<file path="src/rtl/cosim_pkg.sv">
// ----------------------------------------------------------------------------
// cosim_pkg
//   Shared types and constants for the cosim signature compactors.
//   - compactor_state_e : run-control state of a compactor
//   - MISR_W            : signature width
//   - MISR_POLY         : feedback taps for x^128 + x^7 + x^2 + x + 1
// ----------------------------------------------------------------------------
package cosim_pkg;

   localparam int MISR_W = 128;

   // The x^128 term is implicit: it is the bit shifted out of the MSB.
   localparam logic [MISR_W-1:0] MISR_POLY = 128'h87;

   typedef enum logic [1:0] {
      IDLE = 2'd0,
      RUN  = 2'd1,
      DONE = 2'd2
   } compactor_state_e;

endpackage : cosim_pkg

</file>
<file path="src/rtl/cosim_misr128.sv">
// ----------------------------------------------------------------------------
// cosim_misr128
//   Purely combinational next-state function of a 128-bit MISR.
//   Shift left by one, fold the outgoing MSB back through the feedback
//   polynomial, then XOR in the new data vector.
//
// Ports:
//   sig      in  128  current signature
//   data     in  128  vector being folded in
//   sig_next out 128  signature after absorbing data
// ----------------------------------------------------------------------------
module cosim_misr128
   import cosim_pkg::*;
(
   input  logic [MISR_W-1:0] sig,
   input  logic [MISR_W-1:0] data,
   output logic [MISR_W-1:0] sig_next
);

   logic [MISR_W-1:0] feedback;

   assign feedback = sig[MISR_W-1] ? MISR_POLY : '0;
   assign sig_next = {sig[MISR_W-2:0], 1'b0} ^ feedback ^ data;

endmodule : cosim_misr128

</file>
<file path="src/rtl/cosim_out_compactor.sv">
// ----------------------------------------------------------------------------
// cosim_out_compactor
//   Folds a programmed number of 128-bit result vectors from a cosim spec
//   module into a MISR signature and compares it against a golden value, so
//   a long run reports a single pass/fail.
//
// Parameters:
//   SEED   signature loaded on reset and on every start
//   CNT_W  width of the vector counter and num_vectors
//
// Ports:
//   clk          in   1      clock, rising edge
//   rst_n        in   1      asynchronous active-low reset
//   start        in   1      begin a run (honoured in IDLE or DONE only)
//   num_vectors  in   CNT_W  vectors in the run, sampled with start
//   golden       in   128    expected signature, compared while done
//   in_valid     in   1      upstream vector valid
//   in_data      in   128    upstream vector
//   in_ready     out  1      accepting vectors (RUN)
//   busy         out  1      run in progress (RUN)
//   done         out  1      run complete (DONE)
//   pass         out  1      done && signature == golden
//   signature    out  128    current MISR value
//   count        out  CNT_W  vectors accepted in the current run
// ----------------------------------------------------------------------------
module cosim_out_compactor
   import cosim_pkg::*;
#(
   parameter logic [MISR_W-1:0] SEED  = '0,
   parameter int                CNT_W = 16
) (
   input  logic              clk,
   input  logic              rst_n,
   input  logic              start,
   input  logic [CNT_W-1:0]  num_vectors,
   input  logic [MISR_W-1:0] golden,
   input  logic              in_valid,
   input  logic [MISR_W-1:0] in_data,
   output logic              in_ready,
   output logic              busy,
   output logic              done,
   output logic              pass,
   output logic [MISR_W-1:0] signature,
   output logic [CNT_W-1:0]  count
);

   localparam logic [CNT_W-1:0] CNT_ONE = CNT_W'(1);

   compactor_state_e  state_q, state_d;
   logic [CNT_W-1:0]  count_q, count_d;
   logic [CNT_W-1:0]  target_q, target_d;
   logic [MISR_W-1:0] sig_q, sig_d;

   logic [MISR_W-1:0] sig_step;
   logic [CNT_W-1:0]  count_inc;
   logic              accept;
   logic              start_ok;

   cosim_misr128 u_misr (
      .sig      (sig_q),
      .data     (in_data),
      .sig_next (sig_step)
   );

   // in_ready is decoded from registered state only, so accept never forms a
   // combinational loop through the upstream handshake.
   assign accept    = in_valid && (state_q == RUN);
   assign start_ok  = start && (state_q != RUN);
   assign count_inc = count_q + CNT_ONE;

   // NOTE: every always_comb output gets a default first; a path that leaves
   // one unassigned would infer a latch.
   always_comb begin
      state_d  = state_q;
      count_d  = count_q;
      target_d = target_q;
      sig_d    = sig_q;

      unique case (state_q)
         IDLE, DONE: begin
            if (start_ok) begin
               sig_d    = SEED;
               count_d  = '0;
               target_d = num_vectors;
               state_d  = (num_vectors == '0) ? DONE : RUN;
            end
         end
         RUN: begin
            if (accept) begin
               sig_d   = sig_step;
               count_d = count_inc;
               // Compare the incremented count with the target: target is
               // never zero in RUN, and this avoids computing target-1.
               if (count_inc == target_q) begin
                  state_d = DONE;
               end
            end
         end
         default: begin
            state_d = IDLE;
         end
      endcase
   end

   // NOTE: sequential state uses non-blocking assignments so every register
   // samples the pre-edge values of the others.
   always_ff @(posedge clk or negedge rst_n) begin
      if (!rst_n) begin
         state_q  <= IDLE;
         count_q  <= '0;
         target_q <= '0;
         sig_q    <= SEED;
      end else begin
         state_q  <= state_d;
         count_q  <= count_d;
         target_q <= target_d;
         sig_q    <= sig_d;
      end
   end

   assign in_ready  = (state_q == RUN);
   assign busy      = (state_q == RUN);
   assign done      = (state_q == DONE);
   // golden is live; only the signature side is registered.
   assign pass      = done && (sig_q == golden);
   assign signature = sig_q;
   assign count     = count_q;

endmodule : cosim_out_compactor
</file>
<file path="config.mk">
export PLATFORM = sky130hd
export DESIGN_NAME = cosim_out_compactor
export DESIGN_NICKNAME = d
export VERILOG_FILES = /design/src/rtl/cosim_pkg.sv /design/src/rtl/cosim_misr128.sv /design/src/rtl/cosim_out_compactor.sv
export SDC_FILE = /design/constraint.sdc
export NUM_CORES = 1
export LEC_CHECK = 0
export CAP_MARGIN = 20
export CORE_AREA = 2 2 164 166
export CTS_BUF_LIST = sky130_fd_sc_hd__clkbuf_4 sky130_fd_sc_hd__clkbuf_8
export CTS_CLUSTER_DIAMETER = 60
export CTS_CLUSTER_SIZE = 10
export DETAILED_ROUTE_END_ITERATION = 16
export DIE_AREA = 0 0 166 168
export PLACE_DENSITY = 0.71
export SYNTH_ARGS = -nofsm -noshare
export SYNTH_HDL_FRONTEND = slang
export SYNTH_SLANG_ARGS = --single-unit
</file>
<file path="constraint.sdc">
create_clock -name clk -period 6.75 [get_ports clk]
set_clock_uncertainty 0.2 [all_clocks]
set_input_delay 1.35 -clock clk [delete_from_list [all_inputs] [get_ports clk]]
set_output_delay 1.35 -clock clk [all_outputs]
set_load 0.05 [all_outputs]
</file>
==> results.py, run 1 <==
metrics = {
    "status": {
        "status": "finished clean",
    },
    "floorplan": {
        "die_height_um": 168,
        "ioPinCount": 424,
        "core-area_um2": 26400,
        "rows": 60,
        "die_area_um2": 27900,
        "start_util_pct": 36.0,
        "die_x_um": 166,
    },
    "clocking": {
        "cts_made_buffers": 17,
        "post_cts_buffers": 0,
        "cts_max_level": 4,
        "postCtsHoldBufs": 0,
        "cts.sinks": 162,
        "cts_resized": 0,
        "clk_latency_ns": 0.46,
        "cts_tree": "done",
        "clk_pin_slew_worst_paths_ns": 0.11,
        "clockRootBuffer": "clkbuf_8",
        "clock_path_buffers": 2,
    },
    "route": {
        "dr.pass1.iters": 7,
        "vias_per_cell": 5.45,
        "drt_iter0_markers": 970,
        "postRouteAntennaNets": 0,
        "routed_wl_mm": 42.0,
        "via_count": 9573,
        "drc": 0,
        "wire_per_inst_um": 23.9,
    },
    "layout": {
        "fill_cells": 2411,
        "area_growth_pct": 51.6,
        "layout.nets": 1678,
        "post-route-util_pct": 54.6,
        "final_cells": 1757,
        "layout-drive-gt1-share_pct": 4.88,
    },
    "power_and_ir_drop": {
        "power-per-cell-area_nw_per_um2": 470,
        "leakagePower_nw": 5.66,
        "ir_worst_vdd_mv": 0.293,
    },
    "timing": {
        "slew_viol_final": 0,
        "min_period_over_period_pct": 89.6,
        "finalHoldViolCount": 0,
        "rsz0062_at_grt": "false",
        "setup_viol": 0,
        "period_needed_ns": 6.05,
        "max_slew_margin_pct": 30.0,
        "tns_ns": 0,
        "worst_slew_pin_slew_ns": 1.05,
        "max_freq_mhz": 165,
    },
    "placement": {
        "dpl.hpwl_mm": 33.0,
        "gp_congestion": 0.977,
        "io_buffers": 423,
        "dp.cells": 1722,
    },
    "logic_synthesis": {
        "yosys.cell_types.count": 62,
        "synth_seq_area_share_pct": 42.7,
        "synth_warnings": 0,
        "synth.area.top_cells": "dfrtp_1 (43%), xnor2_1 (13%), o21ai_0 (8.2%)",
        "synth_edf_count": 0,
        "synth_top_area_cell": "dfrtp_1",
        "yosys-top-cells-count": "dfrtp_1 (162), o21ai_0 (156), xnor2_1 (143)",
        "yosysMostFrequentCell": "dfrtp_1",
        "synth_nets": 1284,
        "synth_flop_cell": "dfrtp_1",
        "synth_area_um2": 9490,
        "synth-async-reset-ratio_pct": 100,
        "synth_top_area_share_pct": 42.7,
        "netlist_instances": 1007,
        "ys_ff_latch": 162,
        "avgSynthCellArea_um2": 9.42,
    },
    "global_route": {
        "grtUsageTotal_pct": 28.9,
        "first_global_vias": 9226,
        "grt_max_degree": 167,
        "overflow": 0,
        "antenna_found_initial": 3,
        "grt_pass1_wl_mm": 60.7,
    },
    "setup_path": {
        "rr_worst_depth": 3,
        "crit_fanout": 1,
        "critPathRequiredTime_ns": 5.20,
        "path_class": "primary input to output pin",
        "critPathLaunchType": "primary input",
        "arrival_ns": 4.50,
        "end_kind": "output pin",
    },
    "run": {
        "drv_cap": 0,
    },
    "min_path": {
        "min_path_type": "register to register",
        "hold_depth": 1,
    },
}
==> sequential cells by signal, indices dropped and copies added, names as in the netlist <==
name       count
count         16
signature    128
target_q      16
state_q        2
==> area by class of cell <==
cell class,instances,area (um2),area share (%)
multi-input cells,723,4930,34.3
repair buffers,432,4310,30.0
flip-flops and latches,162,4050,28.2
well taps,341,427,2.97
clock buffers,19,262,1.82
inverters,65,244,1.70
clock inverters,12,146,1.02
diodes,3,7.51,0.0522
==> kinds of logic after synthesis <==
kind of cell | Yosys count | synth area share, %
flops | 162 | 42.7
simple gates | 243 | 14.2
fa+ha+maj | 1 | 0.132
mux | 17 | 2.00
compound gates | 243 | 15.3
buf+inv | 122 | 5.42
xor+xnor | 219 | 20.2
==> report_power, final <==
group	switching, mW	internal (mW)
registers	0.760	1.38
logic	2.39	1.45
clock network	0.421	0.357
total	3.57	3.19
==> per-stage QoR <==
step / total power [mW] / worst slack [ns] / hold WS [ns] / area (um2)
5_1_grt: 7.05 / 0.636 / 0.352 / 14400
2_1_floorplan: 4.32 / 2.51 / 0.296 / 9490
3_5_place_dp: 5.97 / 0.717 / 0.314 / 14000
6_report: 6.76 / 0.704 / 0.336 / 14400
4_1_cts: 6.76 / 0.706 / 0.339 / 14400
3_3_place_gp: 5.91 / 0.730 / 0.310 / 14000
==> cells in the final DEF, fill, tap and decap left out, drive strengths merged, types with 10 or more instances in the layout <==
cell and n:
clkbuf 19, o22ai 16, xor2 76, nor4 25, o21ai 158, xnor2 143, nor2 13, nand4 16
mux2 16, a221oi 20, dfrtp 162, clkdlybuf4s50 422, inv 71, o2bb2ai 13, nand2 15, nand3 142
buf 10
==> worst max-delay path, stage by stage <==
cell             delay (ns)
clkdlybuf4s50_1        0.44
xor2_1                 0.15
nor4_1                 0.89
nand4_1                0.23
nor3_1                 0.22
buf_4                  0.14
and4_1                 0.24
clkdlybuf4s50_1        0.83
==> per-layer routing <==
metal  vias up  part of all wire (%)  track usage, %
met4         0                   4.0            11.3
met2       542                    47            47.8
met5         -                     0               0
met1      4605                    41            37.1
met3        83                   7.5            6.44
li1       4343                     -               -
==> path summary, 6_finish.rpt <==
kind | start | slack, ns | to
min reg2reg | target_q[6]$_DFFE_PN0P_ | 0.34 | target_q[6]$_DFFE_PN0P_
max | golden[110] | 0.70 | pass
min in group asynchronous | rst_n | 0.63 | target_q[9]$_DFFE_PN0P_
min | target_q[6]$_DFFE_PN0P_ | 0.34 | target_q[6]$_DFFE_PN0P_
max reg2reg | state_q[0]$_DFFE_PN0P_ | 3.96 | target_q[12]$_DFFE_PN0P_
max in group asynchronous | rst_n | 4.41 | signature[50]$_DFFE_PN0P_
Note: power is estimated with default switching activity, not from simulation.
==> run 2: changes to the inputs <==
--- a/config.mk
+++ b/config.mk
@@ -12,7 +12,7 @@
 export CTS_CLUSTER_SIZE = 10
 export DETAILED_ROUTE_END_ITERATION = 16
 export DIE_AREA = 0 0 166 168
-export PLACE_DENSITY = 0.71
+export PLACE_DENSITY = 0.7
 export SYNTH_ARGS = -nofsm -noshare
 export SYNTH_HDL_FRONTEND = slang
 export SYNTH_SLANG_ARGS = --single-unit
==> run 2 against run 1 <==
Net effect: sequential share of layout area grew 0.12 points; first-iteration DRC count shrank 3.4%; flip-flop and latch count is the same; setup slack lost 0.14 ns; utilization shrank 0.22 points; critical endpoint unchanged; largest cell class unchanged.
==> results.py, run 2 (synthesis gave the netlist of run 1 again) <==
metrics = {
    "route": {
        "drc": 0,
        "vias_per_cell": 5.42,
        "wire_per_inst_um": 23.9,
        "via_count": 9515,
        "drt_iter0_markers": 937,
        "routed_wl_mm": 42.0,
        "postRouteAntennaNets": 0,
        "dr.pass1.iters": 5,
    },
    "power_and_ir_drop": {
        "swShare_pct": 53.3,
        "leakagePower_nw": 5.63,
        "p_sw_mw": 3.56,
        "p_clk_share_pct": 10.9,
        "internal-power_mw": 3.12,
        "p_seq_share_pct": 31.9,
        "ir_worst_vdd_mv": 0.281,
        "power-per-cell-area_nw_per_um2": 466,
        "comb_power_share_pct": 57.2,
    },
    "clocking": {
        "cts_made_buffers": 17,
        "clk_latency_ns": 0.48,
        "clk_pin_slew_worst_paths_ns": 0.10,
        "clockRootBuffer": "clkbuf_8",
        "post_cts_buffers": 0,
        "postCtsHoldBufs": 0,
        "cts.sinks": 162,
        "cts_resized": 0,
        "cts_max_level": 4,
        "clock_path_buffers": 2,
        "cts_tree": "done",
    },
    "setup_path": {
        "path_class": "primary input to output pin",
        "timing.rr.end": "target_q[14]$_DFFE_PN0P_",
        "arrival_ns": 4.63,
        "cp-endpoint": "pass",
        "critPathLaunchType": "primary input",
        "crit_fanout": 1,
        "critPathLaunch": "golden[112]",
        "reg2reg_slack_ns": 3.93,
        "critPathRequiredTime_ns": 5.20,
        "rr_worst_depth": 3,
        "worstReg2RegStart": "state_q[0]$_DFFE_PN0P_",
        "end_kind": "output pin",
    },
    "global_route": {
        "grtUsageTotal_pct": 29.5,
        "overflow": 0,
        "grt_pass1_wl_mm": 61.2,
        "antenna_found_initial": 6,
        "first_global_vias": 9200,
        "grt_max_degree": 113,
    },
    "layout": {
        "layout_commonest_cell": "clkdlybuf4s50_1",
        "layout.nets": 1675,
        "layout-drive-gt1-share_pct": 4.75,
        "final_cell_mix": "clkdlybuf4s50_1 (422), dfrtp_1 (162), o21ai_0 (156)",
        "post-route-util_pct": 54.4,
        "largest_register_ffs": 128,
        "area_growth_pct": 51.0,
    },
    "placement": {
        "gp_congestion": 0.956,
        "io_buffers": 423,
        "dpl.hpwl_mm": 33.2,
    },
    "timing": {
        "worst_slew_pin_slew_ns": 1.08,
        "setup_viol": 0,
        "min_period_over_period_pct": 91.6,
        "slew_viol_final": 0,
        "max_freq_mhz": 162,
        "rsz0062_at_grt": "false",
        "finalHoldViolCount": 0,
        "period_needed_ns": 6.18,
        "tns_ns": 0,
        "max_slew_margin_pct": 27.1,
    },
    "floorplan": {
        "die_height_um": 168,
        "die_area_um2": 27900,
        "core-area_um2": 26400,
        "ioPinCount": 424,
        "start_util_pct": 36.0,
        "rows": 60,
        "die_x_um": 166,
    },
    "min_path": {
        "min_path_type": "register to register",
    },
    "status": {
        "status": "finished clean",
    },
    "run": {
        "drv_cap": 0,
    },
}
[run 2: routing by layer]
layer | part of all wire, % | vias to the layer above | track usage [%]
met3 | 7.7 | 62 | 7.38
met4 | 3.1 | 2 | 9.94
met5 | 0.031 | - | 0
li1 | - | 4353 | -
met2 | 48 | 451 | 47.6
met1 | 42 | 4647 | 38.8
[run 2: worst min path at each step]
stage	endpoint	start	slack, ns	cells past startpoint
2_1_floorplan	state_q[1]$_DFFE_PN0P_	state_q[0]$_DFFE_PN0P_	0.30	1
3_3_place_gp	target_q[4]$_DFFE_PN0P_	target_q[4]$_DFFE_PN0P_	0.31	1
3_5_place_dp	target_q[6]$_DFFE_PN0P_	target_q[6]$_DFFE_PN0P_	0.32	1
4_1_cts	target_q[6]$_DFFE_PN0P_	target_q[6]$_DFFE_PN0P_	0.34	1
5_1_grt	target_q[4]$_DFFE_PN0P_	target_q[4]$_DFFE_PN0P_	0.37	1
6_report	target_q[6]$_DFFE_PN0P_	target_q[6]$_DFFE_PN0P_	0.34	1
[run 2: power by group through the flow]
stage / Combinational, mW / Clock (mW) / Sequential (mW)
CTS: 3.82 / 0.735 / 2.13
floorplan: 1.16 / 0 / 3.17
global placement: 3.78 / 0 / 2.14
finish: 3.82 / 0.725 / 2.13
global route: 4.02 / 0.778 / 2.20
detailed placement: 3.80 / 0 / 2.15
[run 2: stage by stage]
stage | hold slack [ns] | area [um2] | power [mW] | setup WS (ns) | cells
6_report | 0.337 | 14300 | 6.68 | 0.566 | 1757
5_1_grt | 0.366 | 14300 | 7.00 | 0.423 | 1757
4_1_cts | 0.342 | 14300 | 6.68 | 0.726 | 1752
3_5_place_dp | 0.318 | 13900 | 5.95 | 0.727 | 1720
3_3_place_gp | 0.308 | 13900 | 5.91 | 0.691 | 1720
2_1_floorplan | 0.296 | 9490 | 4.32 | 2.51 | 1007
[run 2: area by class of cell]
type                            count  area, um2
Antenna cell                        5       12.5
Clock buffer                       21        283
Clock inverter                     11       93.8
Fill cell                        2428      12000
Inverter                           65        244
Multi-Input combinational cell    723       4930
Sequential cell                   162       4050
Tap cell                          341        427
Timing Repair Buffer              429       4280
[run 2: critical path, stage by stage]
cell             delay (ns)
clkdlybuf4s50_1        0.41
xor2_1                 0.22
nor4_1                 0.96
nand4_1                0.31
nor3_1                 0.30
and4_1                 0.21
clkdlybuf4s50_1        0.86
